$ cat src/rtl/traffic_light_ctrl_if.sv
// rtl/traffic_light_ctrl_if.sv - control inputs and lamp/status outputs of the intersection sequencer
interface traffic_light_ctrl_if;
    logic       tick;
    logic       ped_req;
    logic       night_mode;
    logic       ns_red;
    logic       ns_yellow;
    logic       ns_green;
    logic       ew_red;
    logic       ew_yellow;
    logic       ew_green;
    logic [6:0] count;
    logic [2:0] phase;
    logic       last;
    logic       ped_pending;

    modport master (
        output tick, ped_req, night_mode,
        input  ns_red, ns_yellow, ns_green, ew_red, ew_yellow, ew_green,
        input  count, phase, last, ped_pending
    );

    modport slave (
        input  tick, ped_req, night_mode,
        output ns_red, ns_yellow, ns_green, ew_red, ew_yellow, ew_green,
        output count, phase, last, ped_pending
    );
endinterface

$ cat src/rtl/traffic_light_ctrl.sv
// rtl/traffic_light_ctrl.sv - two-way intersection phase sequencer with pedestrian cut and night flash
module traffic_light_ctrl #(
    parameter int pNS_GREEN = 30,
    parameter int pEW_GREEN = 20,
    parameter int pYELLOW   = 3,
    parameter int pALLRED   = 2,
    parameter int pPED_CUT  = 5
) (
    input  logic                 clk,
    input  logic                 rst_n,
    traffic_light_ctrl_if.slave  bus
);
    localparam logic [2:0] NS_G  = 3'd0;
    localparam logic [2:0] NS_Y  = 3'd1;
    localparam logic [2:0] RED1  = 3'd2;
    localparam logic [2:0] EW_G  = 3'd3;
    localparam logic [2:0] EW_Y  = 3'd4;
    localparam logic [2:0] RED2  = 3'd5;
    localparam logic [2:0] FLASH = 3'd6;
    localparam logic [2:0] BAD   = 3'd7;

    // Count reload values are duration-1 so that a phase spans exactly its duration in ticks.
    localparam logic [6:0] NS_G_LD = 7'(pNS_GREEN - 1);
    localparam logic [6:0] EW_G_LD = 7'(pEW_GREEN - 1);
    localparam logic [6:0] YEL_LD  = 7'(pYELLOW - 1);
    localparam logic [6:0] RED_LD  = 7'(pALLRED - 1);
    localparam logic [6:0] PED_CUT = 7'(pPED_CUT);

    logic [2:0] state;
    logic [6:0] count;
    logic       ped_pending;
    logic       flash;
    logic       in_green;
    logic       advance;
    logic [2:0] succ;
    logic [6:0] succ_ld;

    assign in_green = (state == NS_G) || (state == EW_G);
    assign advance  = bus.tick && (count == 7'd0);

    // Normal successor of each timed phase and the count it starts with.
    always_comb begin
        succ    = RED2;
        succ_ld = RED_LD;
        case (state)
            NS_G:    begin succ = NS_Y; succ_ld = YEL_LD;  end
            NS_Y:    begin succ = RED1; succ_ld = RED_LD;  end
            RED1:    begin succ = EW_G; succ_ld = EW_G_LD; end
            EW_G:    begin succ = EW_Y; succ_ld = YEL_LD;  end
            EW_Y:    begin succ = RED2; succ_ld = RED_LD;  end
            RED2:    begin succ = NS_G; succ_ld = NS_G_LD; end
            default: begin succ = RED2; succ_ld = RED_LD;  end
        endcase
    end

    // Phase state, seconds counter and flash bit advance only on tick; illegal state recovers to all-red.
    always_ff @(posedge clk) begin
        if (!rst_n) begin
            state <= NS_G;
            count <= NS_G_LD;
            flash <= 1'b0;
        end else begin
            case (state)
                FLASH: begin
                    count <= 7'd0;
                    if (bus.tick) begin
                        if (!bus.night_mode) begin
                            state <= RED2;
                            count <= RED_LD;
                            flash <= 1'b0;
                        end else begin
                            flash <= ~flash;
                        end
                    end
                end
                BAD: begin
                    state <= RED2;
                    count <= RED_LD;
                    flash <= 1'b0;
                end
                default: begin
                    if (bus.tick) begin
                        if (count == 7'd0) begin
                            if (bus.night_mode) begin
                                state <= FLASH;
                                count <= 7'd0;
                                flash <= 1'b1;
                            end else begin
                                state <= succ;
                                count <= succ_ld;
                            end
                        end else if (in_green && ped_pending && (count > PED_CUT)) begin
                            count <= PED_CUT;
                        end else begin
                            count <= count - 7'd1;
                        end
                    end
                end
            endcase
        end
    end

    // Pedestrian latch: a new request beats the clear that happens when a green phase ends.
    always_ff @(posedge clk) begin
        if (!rst_n) begin
            ped_pending <= 1'b0;
        end else if (state == FLASH) begin
            ped_pending <= 1'b0;
        end else if (bus.ped_req) begin
            ped_pending <= 1'b1;
        end else if (in_green && advance) begin
            ped_pending <= 1'b0;
        end
    end

    // Moore lamp decode: one lamp per direction, yellows only follow the flash bit in night mode.
    always_comb begin
        bus.ns_red    = 1'b0;
        bus.ns_yellow = 1'b0;
        bus.ns_green  = 1'b0;
        bus.ew_red    = 1'b0;
        bus.ew_yellow = 1'b0;
        bus.ew_green  = 1'b0;
        case (state)
            NS_G:    begin bus.ns_green  = 1'b1; bus.ew_red    = 1'b1; end
            NS_Y:    begin bus.ns_yellow = 1'b1; bus.ew_red    = 1'b1; end
            EW_G:    begin bus.ns_red    = 1'b1; bus.ew_green  = 1'b1; end
            EW_Y:    begin bus.ns_red    = 1'b1; bus.ew_yellow = 1'b1; end
            FLASH:   begin bus.ns_yellow = flash; bus.ew_yellow = flash; end
            default: begin bus.ns_red    = 1'b1; bus.ew_red    = 1'b1; end
        endcase
    end

    assign bus.count       = count;
    assign bus.phase       = state;
    assign bus.last        = (count == 7'd0) && (state != FLASH);
    assign bus.ped_pending = ped_pending;
endmodule
$ cat src/flat_wrapper.sv
// flat-port wrapper written by rule: the top's interface ports become plain ports
module traffic_light_ctrl_flat 
#(
    parameter int pNS_GREEN = 30,
    parameter int pEW_GREEN = 20,
    parameter int pYELLOW   = 3,
    parameter int pALLRED   = 2,
    parameter int pPED_CUT  = 5
)
  (clk, rst_n, bus_tick, bus_ped_req, bus_night_mode, bus_ns_red, bus_ns_yellow, bus_ns_green, bus_ew_red, bus_ew_yellow, bus_ew_green, bus_count, bus_phase, bus_last, bus_ped_pending);
  traffic_light_ctrl_if bus_i ();
  input  logic clk;
  input  logic rst_n;
  input wire logic [$bits(bus_i.tick)-1:0] bus_tick;
  input wire logic [$bits(bus_i.ped_req)-1:0] bus_ped_req;
  input wire logic [$bits(bus_i.night_mode)-1:0] bus_night_mode;
  output wire logic [$bits(bus_i.ns_red)-1:0] bus_ns_red;
  output wire logic [$bits(bus_i.ns_yellow)-1:0] bus_ns_yellow;
  output wire logic [$bits(bus_i.ns_green)-1:0] bus_ns_green;
  output wire logic [$bits(bus_i.ew_red)-1:0] bus_ew_red;
  output wire logic [$bits(bus_i.ew_yellow)-1:0] bus_ew_yellow;
  output wire logic [$bits(bus_i.ew_green)-1:0] bus_ew_green;
  output wire logic [$bits(bus_i.count)-1:0] bus_count;
  output wire logic [$bits(bus_i.phase)-1:0] bus_phase;
  output wire logic [$bits(bus_i.last)-1:0] bus_last;
  output wire logic [$bits(bus_i.ped_pending)-1:0] bus_ped_pending;
  assign bus_i.tick = bus_tick;
  assign bus_i.ped_req = bus_ped_req;
  assign bus_i.night_mode = bus_night_mode;
  assign bus_ns_red = bus_i.ns_red;
  assign bus_ns_yellow = bus_i.ns_yellow;
  assign bus_ns_green = bus_i.ns_green;
  assign bus_ew_red = bus_i.ew_red;
  assign bus_ew_yellow = bus_i.ew_yellow;
  assign bus_ew_green = bus_i.ew_green;
  assign bus_count = bus_i.count;
  assign bus_phase = bus_i.phase;
  assign bus_last = bus_i.last;
  assign bus_ped_pending = bus_i.ped_pending;
  traffic_light_ctrl #(.pNS_GREEN(pNS_GREEN), .pEW_GREEN(pEW_GREEN), .pYELLOW(pYELLOW), .pALLRED(pALLRED), .pPED_CUT(pPED_CUT)) u_core (.clk(clk), .rst_n(rst_n), .bus(bus_i));
endmodule
$ cat config.mk
export PLATFORM = sky130hd
export DESIGN_NAME = traffic_light_ctrl_flat
export DESIGN_NICKNAME = d
export VERILOG_FILES = /design/src/rtl/traffic_light_ctrl_if.sv /design/src/rtl/traffic_light_ctrl.sv /design/src/flat_wrapper.sv
export SDC_FILE = /design/constraint.sdc
export NUM_CORES = 1
export LEC_CHECK = 0
export CORE_AREA = 2 2 45 47
export CTS_BUF_LIST = sky130_fd_sc_hd__clkbuf_2
export CTS_CLUSTER_DIAMETER = 100
export CTS_CLUSTER_SIZE = 24
export DETAILED_ROUTE_END_ITERATION = 7
export DIE_AREA = 0 0 47 49
export GPL_TIMING_DRIVEN = 1
export PLACE_DENSITY = 0.91
export SYNTH_ARGS = -nofsm -noshare
export SYNTH_HDL_FRONTEND = slang
export SYNTH_SLANG_ARGS = --single-unit
$ cat constraint.sdc
create_clock -name clk -period 2.8 [get_ports clk]
set_clock_uncertainty 0.2 [all_clocks]
set_input_delay 0.56 -clock clk [delete_from_list [all_inputs] [get_ports clk]]
set_output_delay 0.56 -clock clk [all_outputs]
set_load 0.005 [all_outputs]
---- After elaboration in Yosys (flattened, before gate mapping) ----
Index checks and enable logic that the tools add are counted.
word-level totals
  input port bits ......................... 5
  flip-flop bits (word level) ............. 12
cells by class
  reductions and logical operators ........ 19
  $add $sub $neg .......................... 1
  $lt $le $gt $ge ......................... 1
  mux-type cells .......................... 29
  equality and inequality tests ........... 10
  bitwise logic cells ..................... 2
operators with widths
  cell                 number
  $mux 7               4
  $mux 3               5
  $pmux 3 s5           1
  $pmux 5 s3           1
  $pmux 7 s2           1
  $eq 3x3->1 const B   4
  $mux 1               12
  $reduce_bool 3->1    3
  $reduce_and 4->1     2
  $gt 7x3->1 const B   1
  $logic_not 7->1      1
  $sub 7x1->7 const B  1
  $eq 3x2->1 const B   2
  $pmux 1 s2           3
  $pmux 3 s2           1
  $reduce_or 3->1      2
  $logic_and 1x1->1    5
  $mux 5               1
  $ne 2x2->1 const B   2
  $reduce_bool 2->1    2
  $reduce_or 2->1      2
  $eq 3x1->1 const B   1
  $logic_not 3->1      1
  $ne 3x3->1 const B   1
  other kinds (2)      3

---- Logic depth before layout (Yosys ltp) ----
Gate-level depths: netlist (run 1).
  depth after elaboration ................. 8
  mapped depth ............................ 7
  depth with buffers taken out ............ 6

---- Worst setup path after synthesis (run 1) ----
Ideal clock, no wire load.
  path kind ............................... reg-to-output
  start point ............................. reg u_core.state[2], in the netlist u_core.bus.phase[2]
  end point ............................... out bus_ns_yellow
  cell stages (with the launch flop) ...... 7
  setup slack ............................. 888 ps
  arrival ................................. 1152 ps
  path buffers ............................ 2
  path through ............................ dfxtp_1 -> buf_2 -> buf_2 -> nand2_1 -> nor2_1 -> nand2_1 -> o21ai_0
between the ends
  cells in the longest elaborated chain, start to end .. 2
  elaborated cells on any way between the ends .. 3
  those cells by class .................... 2 x eq/ne; 1 x mux
RTL lines
  item                                             line                       text
  from (decl)                                      traffic_light_ctrl.sv:29   logic [2:0] state;
  from (signal assigned)                           traffic_light_ctrl.sv:89   state <= succ;
  $eq 3x3->1 / $eq 3x1->1 (equally long branches)  traffic_light_ctrl.sv:124  case (state)
  $pmux 1 s2 *                                     traffic_light_ctrl.sv:124
  to (decl)                                        flat_wrapper.sv:18         output wire logic [$bits(bus_i.ns_yellow)-1:0] bus_ns_yellow;
Every way passes the cells marked *; elsewhere a longest branch is shown, timed or not.

---- Worst setup path after layout (run 1) ----
Ends and elaborated chain as after synthesis.

==> results of run 1 <==
power groups by stage:
stage | Sequential (mW) | Clock (mW) | Combinational, mW
after CTS | 0.189 | 0.105 | 0.0793
after detailed placement | 0.193 | 0 | 0.0786
final | 0.189 | 0.102 | 0.0801
after global placement | 0.192 | 0 | 0.0783
after floorplan | 0.191 | 0 | 0.0469
after global routing | 0.191 | 0.117 | 0.0888
layout by cell type, fill, tap and decap left out, drive strengths merged, types with 3 or more instances in the layout:
cell type,instances
nor2,12
dfxtp,12
clkdlybuf4s50,21
nor3,6
nand2b,3
o21a,3
buf,7
o31ai,3
nand3,3
a211oi,4
a21oi,11
o21ai,7
o211ai,4
nand2,6
inv,10
clkbuf,3
flip-flops by register name, summed over array words and instances (netlist names):
register	count
u_core.bus.count	7
u_core.flash	1
u_core.bus.ped_pending	1
u_core.bus.phase	3
cell families (layout without fill, tap and decap cells):
kind of cell	count (synthesis)	after routing	synth area share, %
fa+ha+maj	2	2	2.60
flops	12	12	24.9
buf+inv	18	43	9.35
simple gates	40	40	24.0
mux	2	2	2.08
compound gates	46	46	35.2
xor+xnor	2	2	1.82
what timing repair did:
item                       in CTS  in global routing
buffers inserted                1                  2
resized for setup               0                  5
setup endpoints to repair       1                  1
gates cloned                    0                  0
per-layer routing:
metal / track usage (%) / vias to the layer above / routed length, µm
met5: 0 / - / 0
met3: 3.33 / 9 / 211
met4: 11.1 / 0 / 85
met2: 39.3 / 52 / 1250
li1: - / 493 / -
met1: 34.3 / 481 / 1080
cell type report:
class,count,area (µm²)
Sequential cell,12,244
Clock inverter,1,3.75
Multi-Input combinational cell,92,638
Tap cell,27,33.8
Inverter,10,37.5
Clock buffer,3,15.0
Timing Repair Buffer,29,275
Fill cell,168,594
worst max path at each step:
stage	to	slack (ns)	from	depth (start not counted)
finish	bus_ns_yellow	0.28	u_core.bus.phase[2]	5
CTS	bus_last	0.03	u_core.bus.count[0]	6
detailed placement	bus_last	0.27	u_core.bus.count[0]	6
global route	bus_ns_yellow	0.19	u_core.bus.phase[2]	5
floorplan	bus_ns_yellow	0.89	u_core.bus.phase[2]	6
global placement	bus_last	0.36	u_core.bus.count[0]	6
critical path, stage by stage (launching register included):
cell             delay [ns]
dfxtp_1                0.36
nand2_1                0.17
nor2_1                 0.25
nand2_1                0.08
o21ai_0                0.08
clkdlybuf4s50_1        0.52
==> run metrics, run 1 <==
WL/cell=15.1 µm; hold buffer count at CTS=0; H-tree lvl count=1; top cells by area, synth=dfxtp_1 (25%), a21oi_1 (5.7%), nor2_1 (4.3%), inv_1 (3.9%), o21ai_0 (3.1%); Seq cells post-synth=12; Total Routing Usage GR=25.4%; worst hold path startpoint=u_core.flash; full die area=2300 µm²; Critical Path AT=1.76 ns; Layout area overhead=29.5%; largest net degree at the start of global routing=20; PnR worst setup slack=0.285 ns; EDFF count, synth=0; RSZ-0062 raised after global routing=false; Seq pwr share=51.0%; Hold Worst Slack=0.307 ns; Tcrit/Tclk final=89.8%; Peak VDD IR=230 µV; final hold vios=0; startpoint types=register; Worst R2R Setup Slack=0.74 ns; WHS Path Cells=2; setup TNS=0 ns; total power=371 µW; Clock Power Share=27.4%; IO Port Bufs=22; count leader, synth=dfxtp_1; Internal=249 µW; Final Slew Violations=0; CTS tree=done; switching pwr=122 µW; worst reg2reg startpoint=u_core.bus.count[1]; remaining global-route overflow=0; final instance area=1250 µm²; first-pass GRT wire length=4240 µm; drt first pass iters=4; setup violators final=0; remaining antenna violation count=0; # DRC=0; DP HPWL=1900 µm; Synth area leader=dfxtp_1; Final min period=2.52 ns; initial antenna violation count=0; total number of vias=1035; Die W=47 µm; Sw Share=33.0%; Yosys warning total=0; Ports=23; worst reg2reg path endpoint=u_core.bus.count[0]; core area=1840 µm²; synth cell count leaders=dfxtp_1 (12), a21oi_1 (11), nor2_1 (11); most used flip-flop cell after synthesis=dfxtp_1; Die H=49 µm; Crit Path Class=reg -> out; Comb pwr share=21.6%; clk root buf=clkbuf_2; Syn Area/Cell=7.90 µm²; hold crit path type=reg -> reg; Setup crit end kind=output pin; Rows=16; Starting Density=52.3%; run status=completed; DRT iter0 DRCs=59; final wirelength=2620 µm; Lkg Pwr=0.490 nW; syn_nets=129; vias per cell=5.95; worst rel slew slack=72.5%; Distinct cells, synth=49; Cells after Synth=122; Final Wtd Congestion=0.852; Hold EP=u_core.flash; synthesized cell area=963 µm²; number of global-route vias before repair=925; cell total after placement=167; Final nets=155; Worst Tran Pin Value=0.411 ns; WP data required=2.04 ns; MaxCap Viol Count=0; Synth async-reset ratio=0%; fraction of layout cells with a size suffix above 1=18.4%; Clk Latency, worst-skew pair=0.30 ns; Clock Tree Buf Depth=2; pwr dens=298 nW/µm²; placed cell areas=1190 µm²; area fraction of the dominant cell type after synthesis=24.9%; FMAX=0.398 GHz; Util after Layout=67.7%; fin cells=174; Clock transition at path regs=0.14 ns; CP max FO=6; Place WS=0.266 ns; TritonCTS Buffers=3; Sink Count=12; post-synthesis sequential area ratio=24.9%; reg2reg path depth=7; number of diodes=0
No activity file was read; power rests on OpenSTA's default activity.
==> inputs of run 2 (changes only) <==
- CORE_AREA: 2 2 45 47 -> 2 2 50 52
- CTS_CLUSTER_SIZE: 24 -> not set
- DIE_AREA: 0 0 47 49 -> 0 0 52 54
- DONT_BUFFER_PORTS: not set -> 1
- PLACE_DENSITY: 0.91 -> 0.63
==> run 2 against run 1 <==
Compared with the run above: core utilization decreased by 25 points; critical path depth unchanged; global-route usage decreased by 5.2 points; non-clock buffer count decreased by 27; cell area decreased by 21%; register-to-register slack improved by 0.02 ns; critical endpoint is now bus_last; highest routed layer unchanged.
==> run metrics, run 2 (synthesis gave the netlist of run 1 again) <==
Clock Tree Buf Depth=2 (unchanged); Internal=233 µW (was 249 µW); final instance area=982 µm² (was 1250 µm²); Place WS=0.740 ns (was 0.266 ns); first-pass GRT wire length=4180 µm (was 4240 µm); area occupied by multi-input gates=633 µm² (was 638 µm²); total number of vias=908 (was 1035); Sink Count=12 (unchanged); commonest non-fill, non-tap cells in the layout=dfxtp_1 (12), nor2_1 (11), a21oi_1 (11), inv_1 (10) (was clkdlybuf4s50_1 (21), nor2_1 (11), a21oi_1 (11), dfxtp_1 (11), inv_1 (10)); Crit Path Class=reg -> out (unchanged); number of global-route vias before repair=884 (was 925); fraction of layout cells with a size suffix above 1=15.8% (was 18.4%); slowest CP cell=dfxtp_1 (was clkdlybuf4s50_1); # Post-CTS Setup Buffers=0 (was 1); vias per cell=6.05 (was 5.95); Clock Power Share=28.3% (was 27.4%); Tcrit/Tclk final=85.6% (was 89.8%); CP max FO=6 (unchanged); Starting Density=41.5% (was 52.3%); run status=completed (unchanged); Peak VDD IR=252 µV (was 230 µV); Die W=52 µm (was 47 µm); TritonCTS Buffers=3 (unchanged); PnR worst setup slack=0.404 ns (was 0.285 ns); largest net degree at the start of global routing=18 (was 20); most common cell after layout, fill and taps aside=dfxtp_1 (was clkdlybuf4s50_1); clk root buf=clkbuf_2 (unchanged); FILL cells=244 (was 168); Final Wtd Congestion=0.845 (was 0.852); setup violators final=0 (unchanged); Worst Tran Pin Value=0.704 ns (was 0.411 ns); CTS tree=done (unchanged); Setup crit end kind=output pin (unchanged); switching pwr=106 µW (was 122 µW); cell chain of the critical path=inv_1 -> ha_1 -> nor3b_4 -> nand2_1 -> nor2_1 (was nand2_1 -> nor2_1 -> nand2_1 -> o21ai_0 -> clkdlybuf4s50_1); Top reg by flops=u_core.bus.count (unchanged); Rows=18 (was 16); RSZ-0062 raised after global routing=false (unchanged); number of diodes=0 (unchanged); Ports=23 (unchanged); Final Slew Violations=0 (unchanged); final hold vios=0 (unchanged); Clock transition at path regs=0.13 ns (was 0.14 ns); Sw Share=31.4% (was 33.0%); Seq pwr share=56.2% (was 51.0%); MaxCap Viol Count=0 (unchanged); pwr dens=345 nW/µm² (was 298 nW/µm²); DRT iter0 DRCs=24 (was 59); initial antenna violation count=0 (unchanged); Total Routing Usage GR=20.2% (was 25.4%); setup TNS=0 ns (unchanged); Final min period=2.40 ns (was 2.52 ns); full die area=2810 µm² (was 2300 µm²); Clk Latency, worst-skew pair=0.29 ns (was 0.30 ns); Die H=54 µm (was 49 µm); # DRC=0 (unchanged); Critical Path AT=1.64 ns (was 1.76 ns); drt first pass iters=4 (unchanged); max FFs per register=7 (unchanged); core area=2320 µm² (was 1840 µm²); Layout area overhead=1.95% (was 29.5%); cell family with most CP delay=simple AND/OR/NAND/NOR gates (was buffers and inverters); hold buffer count at CTS=0 (unchanged); placed cell areas=963 µm² (was 1190 µm²); crit path buf inv count=1 (unchanged); FMAX=0.417 GHz (was 0.398 GHz); Comb pwr share=15.5% (was 21.6%); remaining antenna violation count=0 (unchanged); startpoint types=register (unchanged); H-tree lvl count=1 (unchanged); DP HPWL=1850 µm (was 1900 µm); Seq. cell area=240 µm² (was 244 µm²); WL/cell=16.4 µm (was 15.1 µm); IO Port Bufs=0 (was 22); WP data required=2.04 ns (about the same); Final nets=128 (was 155); hold crit path type=in -> reg (was reg -> reg); worst stage delay on the critical path=0.40 ns (was 0.52 ns); worst rel slew slack=53.0% (was 72.5%); Lkg Pwr=0.365 nW (was 0.490 nW); remaining global-route overflow=0 (unchanged); cts repair resizes=0 (unchanged); final wirelength=2470 µm (was 2620 µm)
run 2: power groups by stage:
stage	Sequential [mW]	Clock, mW	Combinational [mW]
after CTS	0.191	0.0946	0.0525
after global placement	0.194	0	0.0520
after global routing	0.192	0.104	0.0593
final	0.190	0.0958	0.0526
after detailed placement	0.195	0	0.0522
after floorplan	0.191	0	0.0469
run 2: path summary, 6_finish.rpt:
kind / cells past startpoint / startpoint / endpoint / slack, ns
min: 1 / rst_n / u_core.bus.count[2] / 0.14
max reg2reg: 6 / u_core.bus.count[0] / u_core.bus.count[0] / 0.76
max: 5 / u_core.bus.count[0] / bus_last / 0.40
min reg2reg: 2 / u_core.flash / u_core.flash / 0.32
run 2: cell type report:
cell class	instances	share of cell area (%)
multi-input cells	92	64.5
flip-flops and latches	12	24.5
inverters	10	3.82
well taps	30	3.82
clock buffers	3	1.53
repair buffers	2	1.53
clock inverters	1	0.382
run 2: metal layers:
layer | up-vias | track usage, % | routed length [µm]
li1 | 443 | - | -
met1 | 431 | 25.8 | 1100
met2 | 29 | 31.9 | 1170
met3 | 5 | 5.00 | 150
met4 | 0 | 9.65 | 39
met5 | - | 0 | 0
run 2: stage by stage:
step,hold WS (ns),power [mW],utilization (%),cells
after floorplan,0.257,0.238,-,122
after global placement,0.295,0.246,41.5,146
after detailed placement,0.300,0.247,41.5,146
after CTS,0.142,0.338,42.3,150
after global routing,0.121,0.356,42.3,150
final,0.137,0.339,42.3,150
==> inputs of run 3 (changes only) <==
- CTS_CLUSTER_DIAMETER: 100 -> not set
- GPL_ROUTABILITY_DRIVEN: not set -> 0
- REMOVE_ABC_BUFFERS: not set -> 1
==> run 3 against run 2 <==
Compared with the run above: combinational power is 1% higher; flip-flop and latch count stayed put; largest cell class unchanged; cell area is 0.76% lower; sequential share of layout area is 0.19 points higher; worst setup slack worse by 0.14 ns; register-to-register slack worse by 0.03 ns; largest power group unchanged; clock power is 0.7% lower; critical path type unchanged; power is 0.12% higher; die area stayed put; via count is 1.1% lower; non-clock buffer count is 1 lower; critical path depth is 1 lower.
==> run metrics, run 3 (synthesis gave the netlist of run 1 again) <==
run status=completed (unchanged); number of global-route vias before repair=886 (was 884); IO Port Bufs=0 (unchanged); clk root buf=clkbuf_2 (unchanged); first-pass GRT wire length=4060 µm (was 4180 µm); Starting Density=41.5% (unchanged); TritonCTS Buffers=3 (unchanged); full die area=2810 µm² (unchanged); DP HPWL=1800 µm (was 1850 µm); Place WS=0.614 ns (was 0.740 ns); fraction of layout cells with a size suffix above 1=15.1% (was 15.8%); Worst R2R Setup Slack=0.73 ns (was 0.76 ns); Setup crit end kind=output pin (unchanged); remaining antenna violation count=0 (unchanged); MaxCap Viol Count=0 (unchanged); WP data required=2.04 ns (about the same); Total Routing Usage GR=19.5% (was 20.2%); FMAX=0.394 GHz (was 0.417 GHz); cts repair resizes=0 (unchanged); final instance area=975 µm² (was 982 µm²); Critical Path AT=1.78 ns (was 1.64 ns); # Post-CTS Setup Buffers=0 (unchanged); core area=2320 µm² (unchanged); RSZ-0062 raised after global routing=false (unchanged); Worst Tran Pin Value=0.622 ns (was 0.704 ns); drt first pass iters=4 (unchanged); vias per cell=6.03 (was 6.05); Final Slew Violations=0 (unchanged); Rows=18 (unchanged); cell total after placement=145 (was 146); largest net degree at the start of global routing=18 (unchanged); startpoint types=register (unchanged); # DRC=0 (unchanged); setup violators final=0 (unchanged); final wirelength=2400 µm (was 2470 µm); DRT iter0 DRCs=12 (was 24); Clock Tree Buf Depth=2 (unchanged); Final min period=2.54 ns (was 2.40 ns); WL/cell=16.1 µm (was 16.4 µm); fin cells=149 (was 150); WHS Path Cells=1 (unchanged); pwr dens=348 nW/µm² (was 345 nW/µm²); setup TNS=0 ns (unchanged); total power=339 µW (about the same); Layout area overhead=1.17% (was 1.95%); most common cell after layout, fill and taps aside=dfxtp_1 (unchanged); Final nets=127 (was 128); Top reg by flops=u_core.bus.count (unchanged); Die W=52 µm (unchanged); Clock transition at path regs=0.13 ns (about the same); total number of vias=898 (was 908); Clk Latency, worst-skew pair=0.28 ns (was 0.29 ns); reg2reg path depth=6 (unchanged); Lkg Pwr=0.360 nW (was 0.365 nW); Die H=54 µm (unchanged); Ports=23 (unchanged); worst rel slew slack=58.5% (was 53.0%); hold crit path type=in -> reg (unchanged); H-tree lvl count=1 (unchanged); Sink Count=12 (unchanged); PnR worst setup slack=0.264 ns (was 0.404 ns); final hold vios=0 (unchanged); Tcrit/Tclk final=90.6% (was 85.6%); max FFs per register=7 (unchanged); placed cell areas=956 µm² (was 963 µm²); hold buffer count at CTS=0 (unchanged); Peak VDD IR=157 µV (was 252 µV); CP max FO=16 (was 6); initial antenna violation count=0 (unchanged); CTS tree=done (unchanged); Crit Path Class=reg -> out (unchanged); number of diodes=0 (unchanged); remaining global-route overflow=0 (unchanged); commonest non-fill, non-tap cells in the layout=dfxtp_1 (12), nor2_1 (11), a21oi_1 (11), inv_1 (10) (unchanged)
-- run 3: cell type report --
| type | instances | area, µm² |
|---|---|---|
| Fill cell | 243 | 1350 |
| Multi-Input combinational cell | 92 | 633 |
| Clock buffer | 3 | 15.0 |
| Timing Repair Buffer | 1 | 7.51 |
| Tap cell | 30 | 37.5 |
| Sequential cell | 12 | 240 |
| Clock inverter | 1 | 3.75 |
| Inverter | 10 | 37.5 |
-- run 3: final timing paths --
kind / endpoint / from
setup / recovery: bus_ns_yellow / u_core.bus.phase[1]
hold / removal: u_core.bus.count[2] / rst_n
setup reg to reg: u_core.bus.count[0] / u_core.bus.count[1]
hold reg to reg: u_core.flash / u_core.flash
-- run 3: worst max-delay path: stages, from the launching register on --
cell and delay [ns]:
dfxtp_1 0.71, nand2_1 0.28, nor2_1 0.30, nand2_1 0.09
o21ai_0 0.11
-- run 3: metal layers --
metal / share of wire [%] / wire length (µm) / global-route usage (%) / up-vias
met5: 0 / 0 / 0 / -
met4: 0.50 / 12 / 4.82 / 0
met3: 8.4 / 202 / 8.33 / 2
met2: 47 / 1130 / 32.7 / 34
met1: 44 / 1060 / 22.9 / 422
li1: - / - / - / 440
-- run 3: report_power, final --
group	internal (mW)	leakage [nW]	switching, mW
clock network	0.0310	0.0140	0.0641
logic	0.0242	0.248	0.0291
registers	0.177	0.0981	0.0135
-- run 3: per-stage QoR --
stage | hold slack (ns) | util, %
CTS | 0.133 | 42.0
global route | 0.0999 | 42.0
finish | 0.136 | 42.0
floorplan | 0.257 | -
global placement | 0.278 | 41.2
detailed placement | 0.296 | 41.2
